**config.mk**
```make
export PLATFORM = sky130hd
export DESIGN_NAME = bcd_add_sequencer
export DESIGN_NICKNAME = d
export VERILOG_FILES = /design/src/rtl/bcd_pkg.sv /design/src/rtl/bcd_digit_add.sv /design/src/rtl/bcd_add_sequencer.sv
export SDC_FILE = /design/constraint.sdc
export NUM_CORES = 1
export LEC_CHECK = 0
export CAP_MARGIN = 20
export CORE_ASPECT_RATIO = 0.6
export CORE_UTILIZATION = 50
export DETAILED_ROUTE_END_ITERATION = 8
export PLACE_DENSITY_LB_ADDON = 0.15
export SYNTH_ARGS = -nofsm -noshare
export SYNTH_HDL_FRONTEND = slang
export SYNTH_SLANG_ARGS = --single-unit
export TNS_END_PERCENT = 50
```
**constraint.sdc**
```tcl
create_clock -name clk -period 6.3 [get_ports clk]
set_clock_uncertainty 0.2 [all_clocks]
set_input_delay 1.575 -clock clk [delete_from_list [all_inputs] [get_ports clk]]
set_output_delay 1.575 -clock clk [all_outputs]
set_load 0.01 [all_outputs]
```
**src/rtl/bcd_pkg.sv**
```systemverilog
// bcd_pkg: shared types and constants for the multi-digit BCD add sequencer.
//   state_t       - sequencer states (IDLE, ADD, DONE)
//   BCD_MAX       - largest legal BCD digit value
//   BCD_ADJ       - correction added when a binary digit sum leaves BCD range
//   bcd_digit_t   - one packed BCD digit
//   sevseg_decode - digit to active-low gfedcba pattern (bit0 = a), blank if > 9;
//                   only referenced when BCD_SEVSEG_EN is defined
package bcd_pkg;

    typedef enum logic [1:0] {
        IDLE,
        ADD,
        DONE
    } state_t;

    localparam int unsigned BCD_MAX = 9;
    localparam int unsigned BCD_ADJ = 6;

    typedef logic [3:0] bcd_digit_t;

    function automatic logic [6:0] sevseg_decode(input bcd_digit_t d);
        logic [6:0] seg;
        case (d)
            4'd0:    seg = 7'b1000000;
            4'd1:    seg = 7'b1111001;
            4'd2:    seg = 7'b0100100;
            4'd3:    seg = 7'b0110000;
            4'd4:    seg = 7'b0011001;
            4'd5:    seg = 7'b0010010;
            4'd6:    seg = 7'b0000010;
            4'd7:    seg = 7'b1111000;
            4'd8:    seg = 7'b0000000;
            4'd9:    seg = 7'b0010000;
            default: seg = 7'b1111111;
        endcase
        return seg;
    endfunction

endpackage

```
**src/rtl/bcd_digit_add.sv**
```systemverilog
// bcd_digit_add: combinational single-digit BCD adder.
//   a, b  - input digits (may be invalid, > 9)
//   cin   - carry in
//   s     - corrected sum digit
//   cout  - decimal carry out
//   bad   - a or b is not a legal BCD digit
// Invalid digits go through the same add/correct rule, no saturation.
module bcd_digit_add
    import bcd_pkg::*;
(
    input  bcd_digit_t a,
    input  bcd_digit_t b,
    input  logic       cin,
    output bcd_digit_t s,
    output logic       cout,
    output logic       bad
);

    logic [4:0] raw;
    logic [4:0] adj;

    always_comb begin
        raw = {1'b0, a} + {1'b0, b} + {4'b0000, cin};
        // The 5-bit wrap of the +6 only touches bit 4, the low nibble is exact.
        if (raw > 5'(BCD_MAX)) begin
            adj  = raw + 5'(BCD_ADJ);
            cout = 1'b1;
        end else begin
            adj  = raw;
            cout = 1'b0;
        end
        s   = adj[3:0];
        bad = (a > 4'(BCD_MAX)) || (b > 4'(BCD_MAX));
    end

endmodule

```
**src/rtl/bcd_add_sequencer.sv**
```systemverilog
// bcd_add_sequencer: multi-digit BCD adder that time-shares one digit adder,
// least-significant digit first, with the carry held in a register.
//   clk, rst  - clock, asynchronous active-high reset
//   start     - request, sampled only in IDLE
//   op_a/op_b - packed BCD operands, digit 0 in bits [3:0]
//   busy      - high while digits are being processed
//   done      - one-cycle pulse when sum/cout/err are valid
//   sum, cout - BCD result, held until the next accepted start
//   err       - some operand digit > 9 (sticky per operation)
//   seg       - (only with BCD_SEVSEG_EN) active-low 7-seg, DIGITS sum groups
//               plus one carry group at the top, registered with done
module bcd_add_sequencer
    import bcd_pkg::*;
#(
    parameter  int unsigned DIGITS = 4,
    localparam int unsigned IDX_W  = $clog2(DIGITS + 1)
) (
    input  logic                  clk,
    input  logic                  rst,
    input  logic                  start,
    input  logic [4*DIGITS-1:0]   op_a,
    input  logic [4*DIGITS-1:0]   op_b,
    output logic                  busy,
    output logic                  done,
    output logic [4*DIGITS-1:0]   sum,
    output logic                  cout,
    output logic                  err
`ifdef BCD_SEVSEG_EN
    ,
    output logic [7*(DIGITS+1)-1:0] seg
`endif
);

    state_t              state, state_nxt;
    logic [4*DIGITS-1:0] a_r, b_r;
    logic [IDX_W-1:0]    idx;
    logic                carry;
    logic                last;

    bcd_digit_t          dig_a, dig_b, dsum;
    logic                dcout, dbad;
    logic [4*DIGITS-1:0] sum_nxt;

    bcd_digit_add u_digit (
        .a    (dig_a),
        .b    (dig_b),
        .cin  (carry),
        .s    (dsum),
        .cout (dcout),
        .bad  (dbad)
    );

    assign last = (idx == IDX_W'(DIGITS - 1));

    always_comb begin
        dig_a = '0;
        dig_b = '0;
        for (int unsigned i = 0; i < DIGITS; i++) begin
            if (idx == IDX_W'(i)) begin
                dig_a = a_r[4*i +: 4];
                dig_b = b_r[4*i +: 4];
            end
        end
    end

    always_comb begin
        sum_nxt = sum;
        for (int unsigned i = 0; i < DIGITS; i++) begin
            if (idx == IDX_W'(i)) begin
                sum_nxt[4*i +: 4] = dsum;
            end
        end
    end

    always_ff @(posedge clk or posedge rst) begin
        if (rst) begin
            state <= IDLE;
        end else begin
            state <= state_nxt;
        end
    end

    always_comb begin
        state_nxt = state;
        busy      = 1'b0;
        done      = 1'b0;
        case (state)
            IDLE: begin
                if (start) begin
                    state_nxt = ADD;
                end
            end
            ADD: begin
                busy = 1'b1;
                if (last) begin
                    state_nxt = DONE;
                end
            end
            DONE: begin
                done      = 1'b1;
                state_nxt = IDLE;
            end
            default: begin
                state_nxt = IDLE;
            end
        endcase
    end

    always_ff @(posedge clk or posedge rst) begin
        if (rst) begin
            a_r   <= '0;
            b_r   <= '0;
            idx   <= '0;
            carry <= 1'b0;
            sum   <= '0;
            cout  <= 1'b0;
            err   <= 1'b0;
        end else begin
            case (state)
                IDLE: begin
                    if (start) begin
                        a_r   <= op_a;
                        b_r   <= op_b;
                        idx   <= '0;
                        carry <= 1'b0;
                        sum   <= '0;
                        cout  <= 1'b0;
                        err   <= 1'b0;
                    end
                end
                ADD: begin
                    sum   <= sum_nxt;
                    carry <= dcout;
                    idx   <= idx + IDX_W'(1);
                    if (dbad) begin
                        err <= 1'b1;
                    end
                    // Final carry is captured on the last digit so it is
                    // already valid while done is high.
                    if (last) begin
                        cout <= dcout;
                    end
                end
                default: begin
                end
            endcase
        end
    end

`ifdef BCD_SEVSEG_EN
    logic [7*(DIGITS+1)-1:0] seg_nxt;

    always_comb begin
        seg_nxt = '1;
        for (int unsigned i = 0; i < DIGITS; i++) begin
            seg_nxt[7*i +: 7] = sevseg_decode(sum_nxt[4*i +: 4]);
        end
        seg_nxt[7*DIGITS +: 7] = sevseg_decode({3'b000, dcout});
    end

    always_ff @(posedge clk or posedge rst) begin
        if (rst) begin
            seg <= '1;
        end else if (state == ADD && last) begin
            seg <= seg_nxt;
        end
    end
`endif

endmodule

```
==> flow_metrics.env <==
export IMPL_grt_usage_pct=23.2
export IMPL_synth_commonest_cells="nand2_1, dfrtp_1, o21ai_0"
export IMPL_synth_simple_area_share_pct=25.8
export IMPL_grt_pass1_vias=2150
export IMPL_maxCapViolations=0
export IMPL_fin_crit_ns=4.51
export IMPL_final_util_pct=67.8
export IMPL_post_route_period_util_pct=71.6
export IMPL_wl_per_cell_um=14.8
export IMPL_start_util_pct=53.9
export IMPL_outcome="complete, no violations"
export IMPL_synth_cell_type_count=38
export IMPL_drt_first_pass_iters=4
export IMPL_routed_wl_um=6500
export IMPL_regArea_sq_um=1400
export IMPL_numCtsBuffers=5
export IMPL_synth_fa_ha_area_share_pct=5.39
export IMPL_synth_async_reset_ratio_pct=100
export IMPL_synth_top_family_by_area="simple AND/OR/NAND/NOR gates"
export IMPL_postCtsSetupBuffers=0
export IMPL_clk_latency_ns=0.31
export IMPL_setup_tns_ns=0
export IMPL_final_antenna_net_count=0
export IMPL_die_w_um=99.2
export IMPL_gr_total_overflow=0
export IMPL_fmax_ghz=0.222
export IMPL_power_density_nw_per_um2=625
export IMPL_cts_sinks=56
export IMPL_yosysTopAreaCell="dfrtp_1"
export IMPL_crit_type="flop to flop"
export IMPL_yosys_area_share_xor_xnor_pct=1.15
export IMPL_synth_edff_count=0
export IMPL_num_io_pins=55
export IMPL_min_path_type="flop to flop"
export IMPL_cp_required_ns=6.28
export IMPL_worstPathMaxFanout=15
export IMPL_std_cell_rows=20
export IMPL_syn_area_per_cell_sq_um=8.74
export IMPL_synth_fp_nets=370
export IMPL_synth_area_mux_share_pct=0.707
export IMPL_netlist_top_cells_area="dfrtp_1, nand2_1, ha_1"
export IMPL_setup_worst_path_start_class="flop"
export IMPL_synth_seq_cells=56
export IMPL_nFillCells=449
export IMPL_crit_arrival_ns=4.50
export IMPL_die_height_um=60.3
export IMPL_final_max_slew_viol_count=0
export IMPL_end_kind="flop"
export IMPL_ys_seq_area_share_pct=49.5
export IMPL_worstMarginPinSlew_ns=0.832
export IMPL_die_area_sq_um=5980
export IMPL_yosysMostFrequentCell="nand2_1"
export IMPL_cts_tree="done"
export IMPL_clkTransAtPathRegs_ns=0.09
export IMPL_grt_setup_unrepaired="false"
export IMPL_grt_start_max_net_pins=57
export IMPL_post_cts_resize_count=0
export IMPL_synth_compound_gate_area_share_pct=13.7
export IMPL_synth_top_area_share_pct=49.5
export IMPL_syn_instance_count=324
export IMPL_cts_hold_buf=0
export IMPL_grt_pass1_wl_um=10500
export IMPL_htree_num_levels=2
export IMPL_synth_area_sq_um=2830
export IMPL_place_gp_congestion=0.895
export IMPL_clockBufferDepth=2
export IMPL_hp_start="a_r[11]"
export IMPL_synthFlopType="dfrtp_1"
export IMPL_area_growth_pct=25.8
export IMPL_layout_drive_gt1_share_pct=5.61
export IMPL_io_buffers=54
export IMPL_vias=2391
export IMPL_hpwlAfterDp_um=4720
export IMPL_p_leak_uw=0.00166
export IMPL_setup_viol=0
export IMPL_antenna_found_initial=0
export IMPL_irDropWorstVdd_uv=368
export IMPL_multi_input_comb_area_sq_um=1320
export IMPL_first_iter_violations=147
export IMPL_relSlewSlack_pct=44.4
export IMPL_worstReg2RegStart="idx[0]"
export IMPL_core_area_sq_um=5260
export IMPL_num_antenna_cells=0
export IMPL_yosysWarnings=0
export IMPL_hold_viol=0
export IMPL_cts_root_buf="clkbuf_8"
export IMPL_viasPerCell=5.43
export IMPL_startpoint="idx[0]"
export IMPL_drc=0
export IMPL_final_nets=419
metrics by stage:
stage,area (sq um),power (uW),std cells,hold WS (ns),setup slack (ns)
after floorplan,2830,1570,324,0.237,2.49
after global placement,3410,1900,431,0.262,2.19
after detailed placement,3410,1960,431,0.263,1.88
after CTS,3530,2210,439,0.287,1.88
after global routing,3560,2400,440,0.301,1.56
final,3560,2230,440,0.281,1.79
per-layer routing:
metal | track usage (%) | share of wire (%)
met1 | 33.8 | 50
met2 | 34.6 | 42
met3 | 5.61 | 6.7
met4 | 6.30 | 0.68
met5 | 3.42 | 0
cell families after synthesis:
group	after synthesis
flip-flops	56
AO/OA/AOI/OAI	61
adder cells (fa/ha/maj)	11
XOR/XNOR	2
AND/OR/NAND/NOR	165
multiplexers	2
buffers and inverters	27
layout by cell type (no fill, tap or decap), types with 5 or more instances in the layout:
cell and count:
nor2_1 7, a21oi_1 15, inv_1 11, o21ai_1 5, ha_1 9, nand3_1 19
clkbuf_8 7, dfrtp_1 56, nand2_1 112, clkdlybuf4s50_1 54, nor2b_1 6, o21ai_0 22
report_power, final:
group | internal (uW) | switching [uW]
clock | 140 | 115
combinational | 553 | 800
sequential | 514 | 103
registers in the layout, summed over array words and instances (netlist names):
| signal | count |
|---|---|
| carry | 1 |
| state | 2 |
| b_r | 16 |
| cout | 1 |
| sum | 16 |
| err | 1 |
| a_r | 16 |
| idx | 3 |
area by class of cell:
type                            instances  area share, %
Sequential cell                        56           39.4
Timing Repair Buffer                   57           16.4
Multi-Input combinational cell        241           37.1
Clock inverter                          1          0.843
Clock buffer                            7           2.71
Inverter                               12           1.26
Tap cell                               66           2.32
critical path, stage by stage (launching register included):
cell and delay, ns:
dfrtp_1 0.44, ha_1 0.22, ha_1 0.36, nor2_1 0.46
a22oi_1 0.18, fa_1 0.47, fa_1 0.49, xnor2_2 0.23
inv_1 0.08, ha_1 0.23, nand2_1 0.08, o21ai_2 0.09
nor3_2 0.26, mux2i_1 0.44, o211ai_1 0.16
worst paths after layout:
check | end | slack, ns | cells past startpoint
max | sum[10] | 1.79 | 14
min | a_r[11] | 0.28 | 2
max reg2reg | sum[10] | 1.79 | 14
min reg2reg | a_r[11] | 0.28 | 2
max in group asynchronous | sum[2] | 3.85 | 3
min in group asynchronous | cout | 1.55 | 3
Power figures use the tool's default switching activity.
